[src/rtl/joybus_pkg.sv]
// Shared Joybus timing constants and decoder state types, used by both the
// injection trigger and the injection transmitter.
package joybus_pkg;

  localparam int CYCLES_PER_US = 50;
  localparam int ZERO_THRESH   = 2 * CYCLES_PER_US;
  localparam int TIMEOUT       = 4 * CYCLES_PER_US;

  typedef enum logic [1:0] {
    IDLE,
    LOW,
    HIGH,
    STUCK
  } jb_state_e;

  typedef enum logic [1:0] {
    CMD,
    STOP,
    RESP
  } jb_phase_e;

endpackage

[src/rtl/jb_sync_edge.sv]
// Two-flop synchroniser for the raw Joybus line with single-cycle rise/fall
// pulses taken from the synchronised value and a one-cycle-delayed copy.
module jb_sync_edge (
  input  logic clk,
  input  logic rst,
  input  logic din,
  output logic sync_o,
  output logic rise_o,
  output logic fall_o
);

  logic meta_q, meta_d;
  logic sync_q, sync_d;
  logic prev_q, prev_d;

  always_comb begin
    meta_d = din;
    sync_d = meta_q;
    prev_d = sync_q;
  end

  // The idle Joybus line is high, so every stage resets to 1.
  always_ff @(posedge clk or posedge rst) begin
    if (rst) begin
      meta_q <= 1'b1;
      sync_q <= 1'b1;
      prev_q <= 1'b1;
    end else begin
      meta_q <= meta_d;
      sync_q <= sync_d;
      prev_q <= prev_d;
    end
  end

  assign sync_o = sync_q;
  assign rise_o = sync_q & ~prev_q;
  assign fall_o = ~sync_q & prev_q;

endmodule

[src/rtl/joybus_inj_trigger.sv]
// Joybus frame decoder that counts response bits of a poll and starts the
// C-stick injection transmitter at the falling edge of the target byte.
module joybus_inj_trigger #(
  parameter int         CYCLES_PER_US = joybus_pkg::CYCLES_PER_US,
  parameter int         ZERO_THRESH   = 2 * CYCLES_PER_US,
  parameter int         TIMEOUT       = 4 * CYCLES_PER_US,
  parameter int         CMD_BITS      = 24,
  parameter logic [7:0] POLL_CMD      = 8'h40,
  parameter int         INJ_BIT       = 32
) (
  input  logic       clk,
  input  logic       rst,
  input  logic       JB_RX,
  input  logic       inj_tx_done,
  output logic       inj_tx_start,
  output logic       inj_active,
  output logic [7:0] cmd_byte,
  output logic       frame_done,
  output logic       rx_err
);

  import joybus_pkg::*;

  localparam int CW = $clog2(TIMEOUT + 1);

  logic rx_sync, rx_rise, rx_fall;

  jb_sync_edge u_sync (
    .clk    (clk),
    .rst    (rst),
    .din    (JB_RX),
    .sync_o (rx_sync),
    .rise_o (rx_rise),
    .fall_o (rx_fall)
  );

  jb_state_e     state_q, state_d;
  jb_phase_e     phase_q, phase_d;
  logic [CW-1:0] low_cnt_q, low_cnt_d;
  logic [CW-1:0] high_cnt_q, high_cnt_d;
  logic [5:0]    bit_cnt_q, bit_cnt_d;
  logic [7:0]    cmd_byte_q, cmd_byte_d;
  logic          dec_pend_q, dec_pend_d;
  logic          fired_q, fired_d;
  logic          inj_active_q, inj_active_d;
  logic          inj_start_q, inj_start_d;
  logic          frame_done_q, frame_done_d;
  logic          rx_err_q, rx_err_d;
  logic          dec_bit, frame_end, trigger;

  always_comb begin
    state_d      = state_q;
    phase_d      = phase_q;
    low_cnt_d    = low_cnt_q;
    high_cnt_d   = high_cnt_q;
    bit_cnt_d    = bit_cnt_q;
    cmd_byte_d   = cmd_byte_q;
    dec_pend_d   = 1'b0;
    fired_d      = fired_q;
    inj_active_d = inj_active_q;
    inj_start_d  = 1'b0;
    frame_done_d = 1'b0;
    rx_err_d     = 1'b0;
    frame_end    = 1'b0;
    trigger      = 1'b0;
    // low_cnt already includes the rise cycle, so exactly ZERO_THRESH reads as 0.
    dec_bit      = (low_cnt_q < CW'(ZERO_THRESH));

    if (dec_pend_q) begin
      unique case (phase_q)
        CMD: begin
          if (bit_cnt_q < 6'd8) cmd_byte_d = {cmd_byte_q[6:0], dec_bit};
          bit_cnt_d = bit_cnt_q + 6'd1;
          if (bit_cnt_q + 6'd1 == 6'(CMD_BITS)) phase_d = STOP;
        end
        STOP: begin
          phase_d   = RESP;
          bit_cnt_d = '0;
        end
        default: begin
          if (bit_cnt_q != 6'd63) bit_cnt_d = bit_cnt_q + 6'd1;
        end
      endcase
    end

    unique case (state_q)
      IDLE: begin
        if (rx_fall) begin
          state_d   = LOW;
          low_cnt_d = '0;
          phase_d   = CMD;
          bit_cnt_d = '0;
          fired_d   = 1'b0;
        end
      end
      LOW: begin
        if (low_cnt_q != CW'(TIMEOUT)) low_cnt_d = low_cnt_q + CW'(1);
        if (rx_rise) begin
          state_d    = HIGH;
          high_cnt_d = '0;
          dec_pend_d = 1'b1;
        end else if (low_cnt_q == CW'(TIMEOUT - 1)) begin
          rx_err_d = 1'b1;
          state_d  = STUCK;
        end
      end
      HIGH: begin
        if (high_cnt_q != CW'(TIMEOUT)) high_cnt_d = high_cnt_q + CW'(1);
        if (rx_fall) begin
          state_d   = LOW;
          low_cnt_d = '0;
          trigger   = (phase_q == RESP) && (bit_cnt_q == 6'(INJ_BIT)) &&
                      (cmd_byte_q == POLL_CMD) && !inj_active_q && !fired_q;
        end else if (high_cnt_q == CW'(TIMEOUT - 1)) begin
          frame_done_d = 1'b1;
          frame_end    = 1'b1;
          state_d      = IDLE;
        end
      end
      STUCK: begin
        if (rx_sync) state_d = IDLE;
      end
    endcase

    // A trigger needs inj_active low, so a done pulse while idle has nothing to clear.
    if (trigger) begin
      inj_start_d  = 1'b1;
      inj_active_d = 1'b1;
      fired_d      = 1'b1;
    end else if (inj_tx_done || frame_end) begin
      inj_active_d = 1'b0;
    end
    if (frame_end) fired_d = 1'b0;
  end

  always_ff @(posedge clk or posedge rst) begin
    if (rst) begin
      state_q      <= IDLE;
      phase_q      <= CMD;
      low_cnt_q    <= '0;
      high_cnt_q   <= '0;
      bit_cnt_q    <= '0;
      cmd_byte_q   <= 8'h00;
      dec_pend_q   <= 1'b0;
      fired_q      <= 1'b0;
      inj_active_q <= 1'b0;
      inj_start_q  <= 1'b0;
      frame_done_q <= 1'b0;
      rx_err_q     <= 1'b0;
    end else begin
      state_q      <= state_d;
      phase_q      <= phase_d;
      low_cnt_q    <= low_cnt_d;
      high_cnt_q   <= high_cnt_d;
      bit_cnt_q    <= bit_cnt_d;
      cmd_byte_q   <= cmd_byte_d;
      dec_pend_q   <= dec_pend_d;
      fired_q      <= fired_d;
      inj_active_q <= inj_active_d;
      inj_start_q  <= inj_start_d;
      frame_done_q <= frame_done_d;
      rx_err_q     <= rx_err_d;
    end
  end

  assign inj_tx_start = inj_start_q;
  assign inj_active   = inj_active_q;
  assign cmd_byte     = cmd_byte_q;
  assign frame_done   = frame_done_q;
  assign rx_err       = rx_err_q;

endmodule
[config.mk]
export PLATFORM = sky130hd
export DESIGN_NAME = joybus_inj_trigger
export DESIGN_NICKNAME = d
export VERILOG_FILES = /design/src/rtl/joybus_pkg.sv /design/src/rtl/jb_sync_edge.sv /design/src/rtl/joybus_inj_trigger.sv
export SDC_FILE = /design/constraint.sdc
export NUM_CORES = 1
export LEC_CHECK = 0
export CAP_MARGIN = 20
export CELL_PAD_IN_SITES_DETAIL_PLACEMENT = 1
export CELL_PAD_IN_SITES_GLOBAL_PLACEMENT = 2
export CORE_ASPECT_RATIO = 0.8
export CORE_MARGIN = 8
export CORE_UTILIZATION = 35
export DETAILED_ROUTE_END_ITERATION = 10
export GPL_TIMING_DRIVEN = 1
export PLACE_DENSITY = 0.73
export SKIP_CTS_REPAIR_TIMING = 1
export SLEW_MARGIN = 20
export SYNTH_ARGS = -nofsm -noshare
export SYNTH_HDL_FRONTEND = slang
export SYNTH_SLANG_ARGS = --single-unit
[constraint.sdc]
create_clock -name clk -period 2 [get_ports clk]
set_input_delay 0.3 -clock clk [delete_from_list [all_inputs] [get_ports clk]]
set_output_delay 0.3 -clock clk [all_outputs]
set_load 0.02 [all_outputs]
==> run summary, run 1 <==
startpoint types -> flop
CTS buffer count -> 5
Via Count -> 1713
fin cells -> 315
reg-to-reg critical path endpoint -> bit_cnt_q[3]$_DFF_PP0_
WHS Endpoint -> u_sync.sync_o$_DFF_PP1_
final setup fails -> 0
Die Y -> 87.3 um
min cycle time layout -> 1.66 ns
hold crit path type -> reg2reg
worst-path maximum fanout -> 16
core area -> 6280 um^2
dominant cell type by area after synthesis -> dfrtp_1
Worst Setup Path Type -> reg2reg
MaxCap Viol Count -> 0
register area share after synthesis -> 0.486
total routed wirelength -> 5100 um
Final Hold Vio Count -> 0
leakage power -> 1.08 nW
worst endpoint required time -> 2.18 ns
Synth Warn # -> 0
synth top area cells -> dfrtp_1, mux2_1, dfstp_2
Fillers -> 703
crit path DAT -> 1.84 ns
slowest stage delay, CP -> 0.73 ns
routability cong. -> 0.743
CTS tree -> built
worst path cell trace -> or4b_1 > o21ai_1 > nor3_1
power per cell area -> 1010 nW/um^2
placed cells -> 307
commonest non-fill, non-tap cell in the layout -> dfrtp_1
# diodes -> 0
num rows -> 26
post-route cell area -> 2570 um^2
flops & latches, synth -> 43
Syn Std Cell Area -> 2220 um^2
top cell type's share of synthesized area -> 0.450
initial antenna violation count -> 0
Syn Area/Cell -> 10.5 um^2
grt ovf -> 0
setup TNS -> 0 ns
Post-Synthesis Cells -> 211
setup clock skew after layout -> 0.00645 ns
RSZ-0062 raised after global routing -> no
final worst path period share -> 0.832
P&R area growth vs syn -> 15.5%
Initial Utilization -> 0.354
Peak VDD IR -> 0.405 mV
GRT Util Overall -> 0.119
pre-CTS setup slack -> 0.349 ns
Unique masters post-synth -> 52
average via count per standard cell -> 5.44
drt first pass iters -> 4
Slew Limit Fails -> 0
H-tree Lvls -> 2
share of layout cells above drive strength 1 -> 0.0823
full die area -> 9180 um^2
IO Count -> 16
PnR worst setup slack -> 0.337 ns
slew margin rel. -> 0.683
highest-count cells in the layout ignoring fill and taps -> dfrtp_1, clkdlybuf4s50_1, nand2_1
Post-synth EDFFs -> 0
kind of end point of the critical path -> flop
R2R setup slack -> 0.34 ns
Placement Cell Area -> 2490 um^2
FF-to-FF Start -> state_q[0]$_DFFE_PP0P_
clk buf depth -> 2
die span in x -> 105 um
worst path buffer plus inverter count -> 0
detailed-route DRC error count -> 0
pin count of the biggest net entering global routing -> 44
first-pass GRT wire length -> 8870 um
DRT iter0 DRCs -> 44
cell depth of the worst hold path -> 0
Top Family by Delay on Critical Path -> simple AND/OR/NAND/NOR gates
worst reg2reg path depth -> 3
slowest cell on the critical path -> or4b_1
Root Driver -> clkbuf_8
syn_nets -> 221
vias in the first global route -> 1711
CTS sink cnt -> 43
Max Clk Rate -> 0.601 GHz
status -> complete, no violations
CTS clk-pin slew, worst paths -> 0.08 ns
ys flop type -> dfrtp_1
Worst Max-Slew Pin Slew -> 0.475 ns
layout net count -> 240
Post-synth ARST share -> 1.00
clock latency on the worst-skew pair -> 0.29 ns
HP Start -> u_sync.meta_q$_DFF_PP1_
detailed-placement wirelength estimate -> 3620 um
DR WL/cell -> 16.2 um
Routed Antenna Nets -> 0
Buffers on Ports -> 15
-- where the power goes --
part | switching (mW) | internal (mW)
combinational | 0.384 | 0.383
clock | 0.288 | 0.246
sequential | 0.256 | 1.05
total | 0.929 | 1.68
-- synthesized netlist by cell type, types with 4 or more instances --
| master | count |
|---|---|
| dfrtp_1 | 40 |
| nand2_1 | 14 |
| a21oi_1 | 12 |
| inv_1 | 12 |
| o21ai_0 | 10 |
| nand3_1 | 9 |
| mux2_1 | 8 |
| or3_1 | 7 |
| ha_1 | 6 |
| mux2i_1 | 6 |
| nand2b_1 | 5 |
| nor3_1 | 5 |
| nand3b_1 | 4 |
| nand4_1 | 4 |
| nor2_1 | 4 |
| nor2b_1 | 4 |
| o21ai_1 | 4 |
-- worst max-delay path by stage --
| stage | start | end | slack [ns] | depth (start not counted) |
|---|---|---|---|---|
| after detailed placement | state_q[0]$_DFFE_PP0P_ | bit_cnt_q[3]$_DFF_PP0_ | 0.35 | 3 |
| final | state_q[0]$_DFFE_PP0P_ | bit_cnt_q[3]$_DFF_PP0_ | 0.34 | 3 |
| after global placement | state_q[0]$_DFFE_PP0P_ | bit_cnt_q[3]$_DFF_PP0_ | 0.39 | 3 |
| after global routing | state_q[0]$_DFFE_PP0P_ | low_cnt_q[7]$_DFFE_PP0P_ | 0.22 | 3 |
| after CTS | state_q[0]$_DFFE_PP0P_ | bit_cnt_q[3]$_DFF_PP0_ | 0.34 | 3 |
| after floorplan | u_sync.prev_q$_DFF_PP1_ | phase_q[0]$_DFF_PP0_ | 0.58 | 4 |
-- metrics by stage --
step                hold slack [ns]  power [mW]   util
global route                  0.370        2.81  0.409
CTS                           0.369        2.66  0.409
detailed placement            0.356        2.11  0.396
floorplan                     0.304        1.77      -
finish                        0.364        2.61  0.409
global placement              0.347        2.09  0.396
-- kinds of logic (layout without fill, tap and decap cells) --
logic type / after synthesis / count (layout) / share of synthesized area
mux: 14 / 14 / 0.0675
fa+ha+maj: 6 / 6 / 0.0338
flops: 43 / 43 / 0.486
simple gates: 78 / 78 / 0.227
buf+inv: 20 / 40 / 0.0371
compound gates: 50 / 50 / 0.149
-- flip-flops by register name, indices dropped and copies added, names as in the netlist --
| signal | count |
|---|---|
| inj_tx_start | 1 |
| rx_err | 1 |
| high_cnt_q | 8 |
| cmd_byte | 8 |
| frame_done | 1 |
| u_sync.prev_q | 1 |
| dec_pend_q | 1 |
| low_cnt_q | 8 |
| state_q | 2 |
| bit_cnt_q | 6 |
| inj_active | 1 |
| u_sync.sync_o | 1 |
| phase_q | 2 |
| fired_q | 1 |
| u_sync.meta_q | 1 |
-- layer usage --
metal	global-route usage	wire [um]	vias up
li1	-	-	832
met1	0.172	2770	857
met2	0.165	2120	22
met3	0.0325	181	2
met4	0.0349	30	0
met5	0	0	-
-- final cells by class --
type	instances	area [um^2]	area share
sequential	43	1080	0.420
multi-input combinational	148	1060	0.413
timing repair buffer	19	193	0.0750
tap	84	105	0.0409
clock buffer	7	76.3	0.0297
inverter	13	48.8	0.0190
clock inverter	1	5.00	0.00195
Power figures use the tool's default switching activity.
==> run 2: changes to the inputs <==
- clock period: 2 -> 1.55 ns (I/O delays scaled with it)
==> run 2 against run 1 <==
Hold slack worse by 0.16 ns. Clock skew up 0.0030 ns. Cell count up 7.6%. Largest power group unchanged. Core utilization up 4.4 points. Global-route usage up 0.89 points.
==> run summary, run 2 (same netlist as run 1, synthesis figures left out) <==
utilization after layout -> 0.453
R2R setup slack -> 0.06 ns
leakage power -> 1.35 nW
final worst path period share -> 0.960
CTS sink cnt -> 43
full die area -> 9180 um^2
first-pass GRT wire length -> 9340 um
DRT iter0 DRCs -> 51
worst-path maximum fanout -> 6
worst path cell trace -> nand4bb_2 > or4_1 > nand3_1
power per cell area -> 1290 nW/um^2
Worst Max-Slew Pin Slew -> 0.346 ns
pin count of the biggest net entering global routing -> 18
vias in the first global route -> 1855
H-tree Lvls -> 2
worst reg2reg path depth -> 3
Via Count -> 1777
min cycle time layout -> 1.49 ns
highest-count cells in the layout ignoring fill and taps -> dfrtp_1, buf_4, nand2_1
share of layout cells above drive strength 1 -> 0.196
startpoint types -> flop
clk buf depth -> 2
worst endpoint required time -> 1.79 ns
hold crit path type -> in2async
core area -> 6280 um^2
drt first pass iters -> 6
P&R area growth vs syn -> 28.0%
Peak VDD IR -> 0.610 mV
setup TNS -> 0 ns
Power Total -> 3.66 mW
average via count per standard cell -> 5.24
DR WL/cell -> 15.8 um
kind of end point of the critical path -> flop
layout net count -> 264
slew margin rel. -> 0.767
Top Family by Delay on Critical Path -> simple AND/OR/NAND/NOR gates
initial antenna violation count -> 0
hold slack -> 0.201 ns
RSZ-0062 raised after global routing -> yes
CTS tree -> built
Final Hold Vio Count -> 0
num rows -> 26
commonest non-fill, non-tap cell in the layout -> dfrtp_1
detailed-placement wirelength estimate -> 4100 um
GRT Util Overall -> 0.128
IO Count -> 16
final setup fails -> 0
CTS clk-pin slew, worst paths -> 0.09 ns
Slew Limit Fails -> 0
setup clock skew after layout -> 0.00946 ns
CTS buffer count -> 5
total routed wirelength -> 5350 um
Max Clk Rate -> 0.672 GHz
status -> complete, no violations
Initial Utilization -> 0.354
slowest cell on the critical path -> or4_1
routability cong. -> 0.757
Buffers on Ports -> 15
Die Y -> 87.3 um
MaxCap Viol Count -> 0
# diodes -> 0
Root Driver -> clkbuf_8
reg-to-reg critical path endpoint -> high_cnt_q[1]$_DFFE_PP0P_
FF-to-FF Start -> high_cnt_q[5]$_DFFE_PP0P_
clock latency on the worst-skew pair -> 0.30 ns
Worst Setup Path Type -> reg2reg
crit path DAT -> 1.72 ns
die span in x -> 105 um
grt ovf -> 0
slowest stage delay, CP -> 0.53 ns
worst path buffer plus inverter count -> 0
detailed-route DRC error count -> 0
Routed Antenna Nets -> 0
[run 2: worst max-delay path by stage]
stage                     depth (start not counted)  slack, ns                   endpoint                 startpoint
final                                             3       0.06  high_cnt_q[1]$_DFFE_PP0P_  high_cnt_q[5]$_DFFE_PP0P_
after global placement                            3     -0.003        fired_q$_DFFE_PP0P_  high_cnt_q[5]$_DFFE_PP0P_
after floorplan                                   4       0.13       phase_q[0]$_DFF_PP0_    u_sync.prev_q$_DFF_PP1_
after detailed placement                          3      -0.02        fired_q$_DFFE_PP0P_  high_cnt_q[5]$_DFFE_PP0P_
after CTS                                         1      -0.06                cmd_byte[4]    cmd_byte[4]$_DFFE_PP0P_
after global routing                              4     -0.004   low_cnt_q[7]$_DFFE_PP0P_     state_q[0]$_DFFE_PP0P_
[run 2: stage by stage]
step | setup slack, ns | std cells | area, um^2
after floorplan | 0.126 | 211 | 2220
after global placement | -0.00286 | 329 | 2670
after detailed placement | -0.0198 | 329 | 2670
after CTS | -0.0581 | 337 | 2780
after global routing | -0.00392 | 339 | 2850
final | 0.0620 | 339 | 2850
[run 2: layout make-up]
cell class / instances / area (um^2)
fill: 705 / 3430
timing repair buffer: 43 / 412
inverter: 13 / 48.8
clock buffer: 5 / 68.8
tap: 84 / 105
multi-input combinational: 148 / 1090
clock inverter: 3 / 43.8
sequential: 43 / 1080
[run 2: where the power goes]
part	switching [mW]	internal (mW)	leakage [nW]
combinational	0.557	0.548	0.729
clock	0.417	0.480	0.0581
sequential	0.298	1.36	0.564
total	1.27	2.39	1.35
[run 2: layer usage]
metal	track usage	part of all wire	up-vias	wire, um
met4	0.0233	0.0041	0	22
met5	0	0	-	0
met2	0.194	0.43	30	2300
met1	0.171	0.52	868	2780
met3	0.0444	0.046	3	248
li1	-	-	876	-
